$ cat src/rtl/vivaz_bus_ctrl.sv
// vivaz_bus_ctrl -- 8080-style parallel write controller for the Vivaz panel.
//
// After reset the controller runs a panel hardware-reset sequence. It then
// accepts command/data words over a valid/ready handshake and writes each
// word with a timed, active-low WR strobe. Words marked as frame start can
// optionally wait for the panel tearing-effect rising edge, with a timeout.
//
// Ports:
//   clk          system clock
//   main_reset   synchronous active-low reset
//   in_valid     word available
//   in_ready     controller accepts a word this cycle (combinational, IDLE only)
//   in_rs        0 = command, 1 = data; driven onto vivaz_RS
//   in_sof       word is the first of a frame (TE alignment candidate)
//   in_data      word to write
//   te_sync_en   enable TE alignment for in_sof words
//   lcd_rst_req  single-cycle request to re-run the panel reset sequence
//   init_done    panel reset sequence complete
//   te_miss      one-cycle pulse when the TE wait timed out
//   vivaz_TE     asynchronous tearing-effect input from the panel
//   vivaz_RS     register select (registered)
//   vivaz_WR     write strobe, active low (registered)
//   vivaz_RESET  panel reset, active low (registered)
//   vivaz_D015   panel data bus (registered)
module vivaz_bus_ctrl #(
  parameter int DATA_W       = 16,
  parameter int WR_LOW_CYC   = 2,
  parameter int WR_HIGH_CYC  = 2,
  parameter int RST_LOW_CYC  = 1000,
  parameter int RST_WAIT_CYC = 5000,
  parameter int TE_TIMEOUT   = 100000
) (
  input  logic              clk,
  input  logic              main_reset,
  input  logic              in_valid,
  output logic              in_ready,
  input  logic              in_rs,
  input  logic              in_sof,
  input  logic [DATA_W-1:0] in_data,
  input  logic              te_sync_en,
  input  logic              lcd_rst_req,
  output logic              init_done,
  output logic              te_miss,
  input  logic              vivaz_TE,
  output logic              vivaz_RS,
  output logic              vivaz_WR,
  output logic              vivaz_RESET,
  output logic [DATA_W-1:0] vivaz_D015
);

  // One shared phase counter, sized so the longest phase never wraps.
  localparam int MAX_WR  = (WR_LOW_CYC > WR_HIGH_CYC) ? WR_LOW_CYC : WR_HIGH_CYC;
  localparam int MAX_RST = (RST_LOW_CYC > RST_WAIT_CYC) ? RST_LOW_CYC : RST_WAIT_CYC;
  localparam int MAX_A   = (MAX_WR > MAX_RST) ? MAX_WR : MAX_RST;
  localparam int MAX_P   = (MAX_A > TE_TIMEOUT) ? MAX_A : TE_TIMEOUT;
  localparam int CNT_W   = $clog2(MAX_P) + 1;

  localparam logic [CNT_W-1:0] CNT_ONE       = CNT_W'(1);
  localparam logic [CNT_W-1:0] RST_LOW_LAST  = CNT_W'(RST_LOW_CYC - 1);
  localparam logic [CNT_W-1:0] RST_WAIT_LAST = CNT_W'(RST_WAIT_CYC - 1);
  localparam logic [CNT_W-1:0] TE_LAST       = CNT_W'(TE_TIMEOUT - 1);
  // WR_LOW includes one leading setup cycle (WR still high) when entered from
  // IDLE or on a TE timeout, so the low phase ends when the count reaches
  // WR_LOW_CYC. A TE-edge entry skips the setup cycle by starting at 1.
  localparam logic [CNT_W-1:0] WR_LOW_END    = CNT_W'(WR_LOW_CYC);
  localparam logic [CNT_W-1:0] WR_HIGH_LAST  = CNT_W'(WR_HIGH_CYC - 1);

  localparam logic [2:0] ST_RST_ASSERT = 3'd0;
  localparam logic [2:0] ST_RST_WAIT   = 3'd1;
  localparam logic [2:0] ST_IDLE       = 3'd2;
  localparam logic [2:0] ST_TE_WAIT    = 3'd3;
  localparam logic [2:0] ST_WR_LOW     = 3'd4;
  localparam logic [2:0] ST_WR_HIGH    = 3'd5;

  logic [2:0]       state_reg;
  logic [CNT_W-1:0] cnt_reg;
  // [0],[1] synchronise vivaz_TE; [2] is the delayed copy for edge detection.
  logic [2:0]       te_sync_reg;
  logic             te_rise;

  assign te_rise  = te_sync_reg[1] & ~te_sync_reg[2];
  assign in_ready = (state_reg == ST_IDLE);

  always_ff @(posedge clk) begin
    if (!main_reset) begin
      state_reg   <= ST_RST_ASSERT;
      cnt_reg     <= '0;
      te_sync_reg <= '0;
      vivaz_RESET <= 1'b0;
      vivaz_WR    <= 1'b1;
      vivaz_RS    <= 1'b0;
      vivaz_D015  <= '0;
      init_done   <= 1'b0;
      te_miss     <= 1'b0;
    end else begin
      te_sync_reg <= {te_sync_reg[1:0], vivaz_TE};
      te_miss     <= 1'b0;
      case (state_reg)
        ST_RST_ASSERT: begin
          if (cnt_reg == RST_LOW_LAST) begin
            state_reg   <= ST_RST_WAIT;
            cnt_reg     <= '0;
            vivaz_RESET <= 1'b1;
          end else begin
            cnt_reg <= cnt_reg + CNT_ONE;
          end
        end
        ST_RST_WAIT: begin
          if (cnt_reg == RST_WAIT_LAST) begin
            state_reg <= ST_IDLE;
            cnt_reg   <= '0;
            init_done <= 1'b1;
          end else begin
            cnt_reg <= cnt_reg + CNT_ONE;
          end
        end
        ST_IDLE: begin
          // A soft reset request wins over a word offered in the same cycle.
          if (lcd_rst_req) begin
            state_reg   <= ST_RST_ASSERT;
            cnt_reg     <= '0;
            init_done   <= 1'b0;
            vivaz_RESET <= 1'b0;
          end else if (in_valid) begin
            vivaz_RS   <= in_rs;
            vivaz_D015 <= in_data;
            cnt_reg    <= '0;
            state_reg  <= (in_sof && te_sync_en) ? ST_TE_WAIT : ST_WR_LOW;
          end
        end
        ST_TE_WAIT: begin
          // An edge in the timeout cycle still counts as an edge.
          if (te_rise) begin
            state_reg <= ST_WR_LOW;
            vivaz_WR  <= 1'b0;
            cnt_reg   <= CNT_ONE;
          end else if (cnt_reg == TE_LAST) begin
            state_reg <= ST_WR_LOW;
            te_miss   <= 1'b1;
            cnt_reg   <= '0;
          end else begin
            cnt_reg <= cnt_reg + CNT_ONE;
          end
        end
        ST_WR_LOW: begin
          if (cnt_reg == WR_LOW_END) begin
            state_reg <= ST_WR_HIGH;
            vivaz_WR  <= 1'b1;
            cnt_reg   <= '0;
          end else begin
            vivaz_WR <= 1'b0;
            cnt_reg  <= cnt_reg + CNT_ONE;
          end
        end
        ST_WR_HIGH: begin
          // RS/D are left untouched here to give the panel hold time.
          if (cnt_reg == WR_HIGH_LAST) begin
            state_reg <= ST_IDLE;
            cnt_reg   <= '0;
          end else begin
            cnt_reg <= cnt_reg + CNT_ONE;
          end
        end
        default: begin
          state_reg   <= ST_RST_ASSERT;
          cnt_reg     <= '0;
          vivaz_RESET <= 1'b0;
          vivaz_WR    <= 1'b1;
          init_done   <= 1'b0;
        end
      endcase
    end
  end

endmodule

$ cat config.mk
export PLATFORM = sky130hd
export DESIGN_NAME = vivaz_bus_ctrl
export DESIGN_NICKNAME = d
export VERILOG_FILES = /design/src/rtl/vivaz_bus_ctrl.sv
export SDC_FILE = /design/constraint.sdc
export NUM_CORES = 1
export LEC_CHECK = 0
export CORE_MARGIN = 3
export CORE_UTILIZATION = 50
export CTS_BUF_LIST = sky130_fd_sc_hd__clkbuf_4 sky130_fd_sc_hd__clkbuf_8 sky130_fd_sc_hd__clkbuf_16
export CTS_CLUSTER_DIAMETER = 60
export DETAILED_ROUTE_END_ITERATION = 10
export PLACE_DENSITY_LB_ADDON = 0.25
export SLEW_MARGIN = 20
export SYNTH_ARGS = -nofsm -noshare
export SYNTH_HDL_FRONTEND = slang
export SYNTH_SLANG_ARGS = --single-unit
$ cat constraint.sdc
create_clock -name clk -period 2.45 [get_ports clk]
set_input_delay 0.245 -clock clk [delete_from_list [all_inputs] [get_ports clk]]
set_output_delay 0.245 -clock clk [all_outputs]
set_load 0.03 [all_outputs]
# [Word-level counts from Yosys, hierarchy flattened]
# Index checks and enable logic that the tools add are counted.
[totals] regBits=45 inputBits=24 out_inout_bits=22 elab_cells=75
[classes] addsub=1 eq_ne=18 n_mux=28 n_bitwise=8 reduce_logical=11
[ops] cell="18-bit 2-to-1 mux" n=8
[ops] cell="18-bit one-hot mux with 6 select lines" n=1
[ops] cell="3-bit 2-to-1 mux" n=9
[ops] cell="18-bit by 1-bit adder with 18-bit output (second input constant)" n=1
[ops] cell="18-bit by 1-bit equality test with 1-bit output (second input constant)" n=1
[ops] cell="18-bit by 10-bit equality test with 1-bit output (second input constant)" n=1
[ops] cell="18-bit by 13-bit equality test with 1-bit output (second input constant)" n=1
[ops] cell="18-bit by 17-bit equality test with 1-bit output (second input constant)" n=1
[ops] cell="18-bit by 2-bit equality test with 1-bit output (second input constant)" n=1
[ops] cell="3-bit one-hot mux with 6 select lines" n=1
[ops] cell="4-bit OR reduction" n=3
[ops] cell="2-bit != test (second input constant)" n=5
[ops] cell="1-bit one-hot mux with 3 select lines" n=3
[ops] cell="3-bit AND reduction" n=3
[ops] cell="1-bit NOT" n=7
[ops] cell="3-bit by 2-bit equality test with 1-bit output (second input constant)" n=2
[ops] cell="3-bit equality test (second input constant)" n=2
[ops] cell="1-bit 2-to-1 mux" n=6
[ops] cell="6-bit AND reduction" n=1
[ops] cell="3-bit by 1-bit equality test with 1-bit output (second input constant)" n=1
[ops] cell="3-bit logical NOT" n=1
[ops] cell="3-bit by 2-bit != test with 1-bit output (second input constant)" n=1
[ops] cell="3-bit != test (second input constant)" n=1
[ops] cell="3-bit OR reduction" n=1
[ops] cell="4 further kinds" n=4

# [Longest topological paths before layout]
# Gate-level depths: netlist (run 1).
[logic_depth] word_depth=5 depth_mapped=8 ltp_nobuf=7

# [Worst setup path after synthesis (run 1)]
# Ideal clock, no wire load.
[synth_path] kind="reg2reg" from="register cnt_reg[0]" to="register state_reg[0]" setup_ns=0.122 t_arrival_ns=1.943 required_time_ns=2.328 slack_ns=0.386 stages_incl_launch_ff=7 n_path_buf=0 period_less_slack_ns=2.064 cell_sequence="dfxtp_1 -> ha_1 -> nor4bb_1 -> nand4_2 -> o31ai_4 -> o211ai_2 -> o311a_1"
[synth_between] elab_chain_len=3 word_cells_on_any_way=11 cone_classes="eq/ne: 10; reduce/logical: 1"
[synth_lines] element="from (decl)" line="76" text="logic [CNT_W-1:0] cnt_reg;"
[synth_lines] element="from (signal assigned)" line="105" text="cnt_reg <= cnt_reg + CNT_ONE;"
[synth_lines] element="from (signal assigned)" line="114" text="cnt_reg <= cnt_reg + CNT_ONE;"
[synth_lines] element="from (signal assigned)" line="142" text="cnt_reg <= cnt_reg + CNT_ONE;"
[synth_lines] element="18-bit by 17-bit equality test with 1-bit output (tied with other cells)" line="137" text="end else if (cnt_reg == TE_LAST) begin"
[synth_lines] element="3-bit != test (no source line) or 2-bit != test (tied branches)"
[synth_lines] element="6-bit AND reduction (no source line) (*)"
[synth_lines] element="to (signal assigned)" line="128" text="state_reg <= (in_sof && te_sync_en) ? ST_TE_WAIT : ST_WR_LOW;"
[synth_lines] element="to (decl)" line="75" text="logic [2:0] state_reg;"
# Mark *: on every way between the ends. The rest lies on a longest branch, timed or not.
# A chain may end at the register's enable or synchronous reset.

# [Worst setup path in the final report (run 1)]
[layout_path] from="register cnt_reg[0]" to="register cnt_reg[11]"
[layout_between] elab_chain_len=4 word_cells_on_any_way=13 cone_classes="add/sub: 1; eq/ne: 5; mux: 7"
[layout_lines] element="18-bit by 1-bit adder with 18-bit output or 18-bit by 17-bit equality test with 1-bit output (tied branches)"
[layout_lines] element="18-bit 2-to-1 mux" line="137"
[layout_lines] element="18-bit 2-to-1 mux" line="133" text="if (te_rise) begin"
[layout_lines] element="18-bit one-hot mux with 6 select lines (*)" line="98" text="case (state_reg)"
# Marks and branches as above.

==> results of run 1 <==
## Yosys cell counts, drive strengths merged (2+ instances only)
cell	n
nand2	60
nor4	3
and2	5
clkbuf	7
a31oi	3
buf	5
o211ai	4
or3b	2
xor2	7
a21oi	23
mux2i	2
ha	3
nand2b	3
nor2	21
nor2b	2
inv	4
o31ai	2
o32ai	2
o21ai	11
or4	2
nand3	12
xnor2	2
nor3	14
and3	6
dfxtp	45
nand4	6
## metrics by stage
stage,instance area [um^2],util,power (mW),instances
CTS,2750,0.673,1.51,367
detailed placement,2660,0.651,1.04,359
global placement,2660,0.651,1.04,359
finish,2750,0.673,1.50,367
global route,2750,0.673,1.56,367
floorplan,2160,-,0.958,270
## layout make-up
cell class                      count  area [um^2]
Multi-Input combinational cell    208         1180
Clock inverter                      3         21.3
Tap cell                           50         62.6
Timing Repair Buffer               51          495
Sequential cell                    45          901
Clock buffer                        5         68.8
Inverter                            5         18.8
Fill cell                         353         1340
## power by group
| group | total (mW) | switching [mW] | internal (mW) |
|---|---|---|---|
| Sequential | 0.789 | 0.0360 | 0.753 |
| Combinational | 0.241 | 0.130 | 0.111 |
| Clock | 0.472 | 0.269 | 0.203 |
| Total | 1.50 | 0.436 | 1.07 |
## final timing paths
kind	from	to	slack, ps	cells after the start
setup / recovery	cnt_reg[0]	cnt_reg[11]	240	7
hold / removal	vivaz_D015[13]	vivaz_D015[13]	460	2
setup reg to reg	cnt_reg[0]	cnt_reg[11]	240	7
hold reg to reg	vivaz_D015[13]	vivaz_D015[13]	460	2
## worst max-delay path, delay by kind of cell (launching register included)
family,cells,cell delay [ps]
AOI/OAI and AO/OA,3,860
and+or+nand+nor,3,630
DFF,1,410
adders and majority gates,1,190
## logic make-up after synthesis
| logic type | after synthesis | share of synthesized area |
|---|---|---|
| compound gates | 54 | 0.167 |
| flops | 45 | 0.418 |
| simple gates | 140 | 0.317 |
| fa+ha+maj | 3 | 0.0174 |
| buf+inv | 17 | 0.0348 |
| mux | 2 | 0.00928 |
| xor+xnor | 9 | 0.0365 |
## layer usage
layer  part of all wire  GRT usage  vias to the layer above
li1                   -          -                     1041
met3              0.063     0.0505                        7
met4              0.012     0.0898                        0
met2               0.47      0.334                       56
met5                  0          0                        -
met1               0.45      0.284                      962
==> run_results.csv, run 1 <==
group,metric,value,unit
global_route,globalRouteOverflowTotal,0,
drt,firstDrtPassIters,4,
global_route,antenna_found_initial,0,
placed_design,place_congestion,0.971,
sta,finalMaxSlewViolations,0,
floorplan,die_h,71.7,um
clocking,clock_tree.buffer_depth,2,
critical_path,arrival,2390,ps
synth,ys_types,51,
synth,ys_warn_count,0,
synth,syn_inst,270,
synth,synth.top_cell.area_share,0.418,
floorplan,rows,23,
floorplan,die-area,0.00514,mm^2
sta,whs,456,ps
drt,wl_per_cell,14.4,um
sta,tightest_slew,588,ps
global_route,grt_first_pass_wirelength,8690,um
synth,yosysSeqAreaShare,0.418,
critical_path,cpPeakStageDelay,410,ps
floorplan,core,0.00409,mm^2
sta,post-route-period-util,0.901,
clocking,cts_sinks,45,
finish,layout_commonest_cell,"nand2_1",
critical_path,crit_slowest_cell,"dfxtp_1",
critical_path,worstSetupEndpointType,"flip-flop",
synth,synthArstFlopShare,0,
floorplan,initial_core_util,0.528,
synth,synth_top_area_cell,"dfxtp_1",
synth,synth-main-ff-cell,"dfxtp_1",
sta,rsz0062_at_grt,"no",
clocking,clock-root-buffer,"clkbuf_8",
min_path,hold_path_class,"reg2reg",
placed_design,pre_cts_ws,255,ps
finish,diodes,0,
finish,largest_register_ffs,18,
drt,vias_per_cell,5.63,
clocking,clkLatencyLatePin,310,ps
finish,drive_above_1_share,0.0757,
global_route,grtUsageTotal,0.214,
critical_path,crit_type,"reg2reg",
synth,syn_area,0.00216,mm^2
clocking,cts.clk_slew.worst_paths,90,ps
sta,finalSetupViolCount,0,
sta,finalClockSkew,12.5,ps
floorplan,io-pin-count,46,
synth,synthesis.nets,297,
clocking,holdBufCountCts,0,
clocking,cts_made_buffers,5,
clocking,cts_resized,0,
sta,worst_slack,242,ps
critical_path,crit_fanout,10,
critical_path,crit_chain,"ha_1 > nor4bb_1 > nand4_2 > o31ai_4 > o211ai_2 > o21ai_4 > nor2_1",
clocking,cts_setup_buffers,0,
flow_run,drv_cap,0,
run_status,status,"finished clean",
sta,finalSetupTns,0,ps
clocking,htreeDepth,2,
synth,syn_area_per_cell,7.99,um^2
sta,slew-limit-headroom,0.608,
power,leakagePower,0.964,nW
critical_path,cp-start-kind,"flip-flop",
floorplan,die_x,71.7,um
finish,syn_to_final_growth,27.4,%
placed_design,post-dp-hpwl,3840,um
synth,synth_area_leaders,"dfxtp_1, nand2_1, a21oi_1, nor2_1, nor3_1",
sta,min_period,2210,ps
drt,drc,0,
placed_design,io_buffers,45,
synth,synth_edf_count,0,
critical_path,crit_required,2630,ps
sta,hold_viol_final,0,
sta,fmax,453,MHz
synth,synth_seq_cells,45,
finish,fin_nets,343,
global_route,grt_pass1_vias,1891,
drt,routed_wl,5300,um
clocking,tritoncts,"built",
drt,ant_nets,0,
global_route,grt_max_degree,27,
drt,vias,2066,
drt,drt_iter0_drc,150,
power,p_per_area,546,mW/mm^2
power,ir_drop,0.000455,V
finish,final_cell_mix,"nand2_1, dfxtp_1, clkdlybuf4s50_1",
Note: power is estimated with default switching activity, not from simulation.
==> run 2, diff against run 1 <==
--- a/config.mk
+++ b/config.mk
@@ -10,6 +10,7 @@
 export CTS_BUF_LIST = sky130_fd_sc_hd__clkbuf_4 sky130_fd_sc_hd__clkbuf_8 sky130_fd_sc_hd__clkbuf_16
 export CTS_CLUSTER_DIAMETER = 60
 export DETAILED_ROUTE_END_ITERATION = 10
+export HOLD_SLACK_MARGIN = 0.15
 export PLACE_DENSITY_LB_ADDON = 0.25
 export SLEW_MARGIN = 20
 export SYNTH_ARGS = -nofsm -noshare
==> results of run 2 <==
Same layout as run 1: the final DEF is identical, and so are final timing and power.
==> run 3, diff against run 2 <==
--- a/config.mk
+++ b/config.mk
@@ -5,10 +5,12 @@
 export SDC_FILE = /design/constraint.sdc
 export NUM_CORES = 1
 export LEC_CHECK = 0
+export CORE_ASPECT_RATIO = 1.2
 export CORE_MARGIN = 3
 export CORE_UTILIZATION = 50
 export CTS_BUF_LIST = sky130_fd_sc_hd__clkbuf_4 sky130_fd_sc_hd__clkbuf_8 sky130_fd_sc_hd__clkbuf_16
 export CTS_CLUSTER_DIAMETER = 60
+export CTS_CLUSTER_SIZE = 12
 export DETAILED_ROUTE_END_ITERATION = 10
 export HOLD_SLACK_MARGIN = 0.15
 export PLACE_DENSITY_LB_ADDON = 0.25
==> run 3 against run 2 <==
Sequential cell count is the same. Die area is essentially flat. Maximum frequency shrank 1.6%. Sequential share of layout area shrank 0.32 points. Critical path depth is the same. Final area grew 1.0%. Final cell count grew 0.82%. First-iteration DRC count shrank 42%. Core utilization grew 1.5 points. Critical path type unchanged. Critical endpoint is now cnt_reg[10]. Largest power group unchanged. Highest routed layer unchanged.
==> run_results.csv, run 3 (synthesis results as in run 1) <==
group,metric,value,unit
placed_design,pre_cts_ws,245,ps
flow_run,drv_cap,0,
finish,diodes,0,
power,ir_drop,0.000426,V
sta,worst_slack,207,ps
sta,tightest_slew,609,ps
drt,vias,2038,
clocking,clock_tree.buffer_depth,2,
global_route,grt_pass1_vias,1981,
finish,instances_no_fill,370,
drt,firstDrtPassIters,4,
drt,ant_nets,0,
clocking,clkLatencyLatePin,290,ps
clocking,cts_setup_buffers,0,
sta,finalClockSkew,7.13,ps
finish,largest_register_ffs,18,
global_route,grt_first_pass_wirelength,8850,um
finish,nFillCells,358,
critical_path,arrival,2420,ps
global_route,grt_max_degree,18,
floorplan,die-area,0.00514,mm^2
sta,slew-limit-headroom,0.594,
placed_design,place_congestion,0.880,
placed_design,io_buffers,45,
clocking,htreeDepth,2,
clocking,cts_sinks,45,
critical_path,worstSetupEndpointType,"flip-flop",
critical_path,crit_type,"reg2reg",
min_path,min_path_cells,1,
finish,final_cell_mix,"nand2_1, dfxtp_1, clkdlybuf4s50_1",
placed_design,post-dp-hpwl,3820,um
global_route,grtUsageTotal,0.215,
drt,wl_per_cell,14.0,um
sta,min_period,2240,ps
drt,routed_wl,5190,um
finish,syn_to_final_growth,28.7,%
floorplan,die_x,66.0,um
clocking,cts_resized,0,
sta,whs,440,ps
global_route,globalRouteOverflowTotal,0,
global_route,antenna_found_initial,0,
power,p_per_area,578,mW/mm^2
clocking,clock-root-buffer,"clkbuf_8",
clocking,cts_made_buffers,5,
floorplan,rows,25,
critical_path,reg2reg_depth,7,
critical_path,cp-start-kind,"flip-flop",
floorplan,core,0.00404,mm^2
clocking,cts.clk_slew.worst_paths,80,ps
finish,layout_commonest_cell,"nand2_1",
sta,finalSetupViolCount,0,
sta,finalSetupTns,0,ps
drt,vias_per_cell,5.51,
finish,drive_above_1_share,0.0728,
clocking,tritoncts,"built",
power,leakagePower,0.976,nW
drt,drt_iter0_drc,87,
sta,post-route-period-util,0.915,
floorplan,initial_core_util,0.535,
critical_path,crit_fanout,10,
sta,finalMaxSlewViolations,0,
finish,post-route-util,0.688,
placed_design,place_inst,362,
min_path,hold_path_class,"reg2reg",
placed_design,place_area,0.00266,mm^2
critical_path,crit_required,2620,ps
sta,rsz0062_at_grt,"no",
clocking,holdBufCountCts,0,
drt,drc,0,
sta,hold_viol_final,0,
floorplan,io-pin-count,46,
finish,fin_nets,342,
power,power.total,1.61,mW
run_status,status,"finished clean",
finish,fin_area,0.00278,mm^2
floorplan,die_h,78.0,um
sta,fmax,446,MHz
## run 3: cell count changes in the layout (fill, tap and decap cells not counted), sizes merged
cell / previous run / this run
clkinv: 2 / 1
clkbuf: 5 / 7
buf: 6 / 5
bufinv: 0 / 1
clkinvlp: 1 / 0
inv: 5 / 4
## run 3: worst paths after layout
| path | endpoint | from | slack, ps |
|---|---|---|---|
| setup / recovery | cnt_reg[10] | cnt_reg[0] | 210 |
| hold / removal | te_sync_reg[1] | te_sync_reg[0] | 440 |
| setup reg to reg | cnt_reg[10] | cnt_reg[0] | 210 |
| hold reg to reg | te_sync_reg[1] | te_sync_reg[0] | 440 |
## run 3: per-layer routing
metal  vias to the layer above  GRT usage  wire (um)
li1                       1036          -          -
met1                       929      0.240       2190
met2                        62      0.392       2550
met3                        11     0.0420        340
met4                         0     0.0813        105
met5                         -          0          0
## run 3: final cells by class
cell class	count	area [um^2]	share of cell area
multi-input combinational	208	1180	0.425
sequential	45	901	0.324
timing repair buffer	50	488	0.176
clock buffer	7	90.1	0.0324
tap	54	67.6	0.0243
clock inverter	1	30.0	0.0108
inverter	5	18.8	0.00676
## run 3: power by group
part	switching, mW	internal [mW]
clock	0.234	0.343
combinational	0.129	0.111
sequential	0.0360	0.752
## run 3: critical path, stage by stage (launching register included)
cell and delay, ps:
dfxtp_1 400, ha_1 210, nor4bb_1 340, nand4_2 220
o31ai_4 300, o211ai_2 230, o21ai_4 340, nor2_1 90
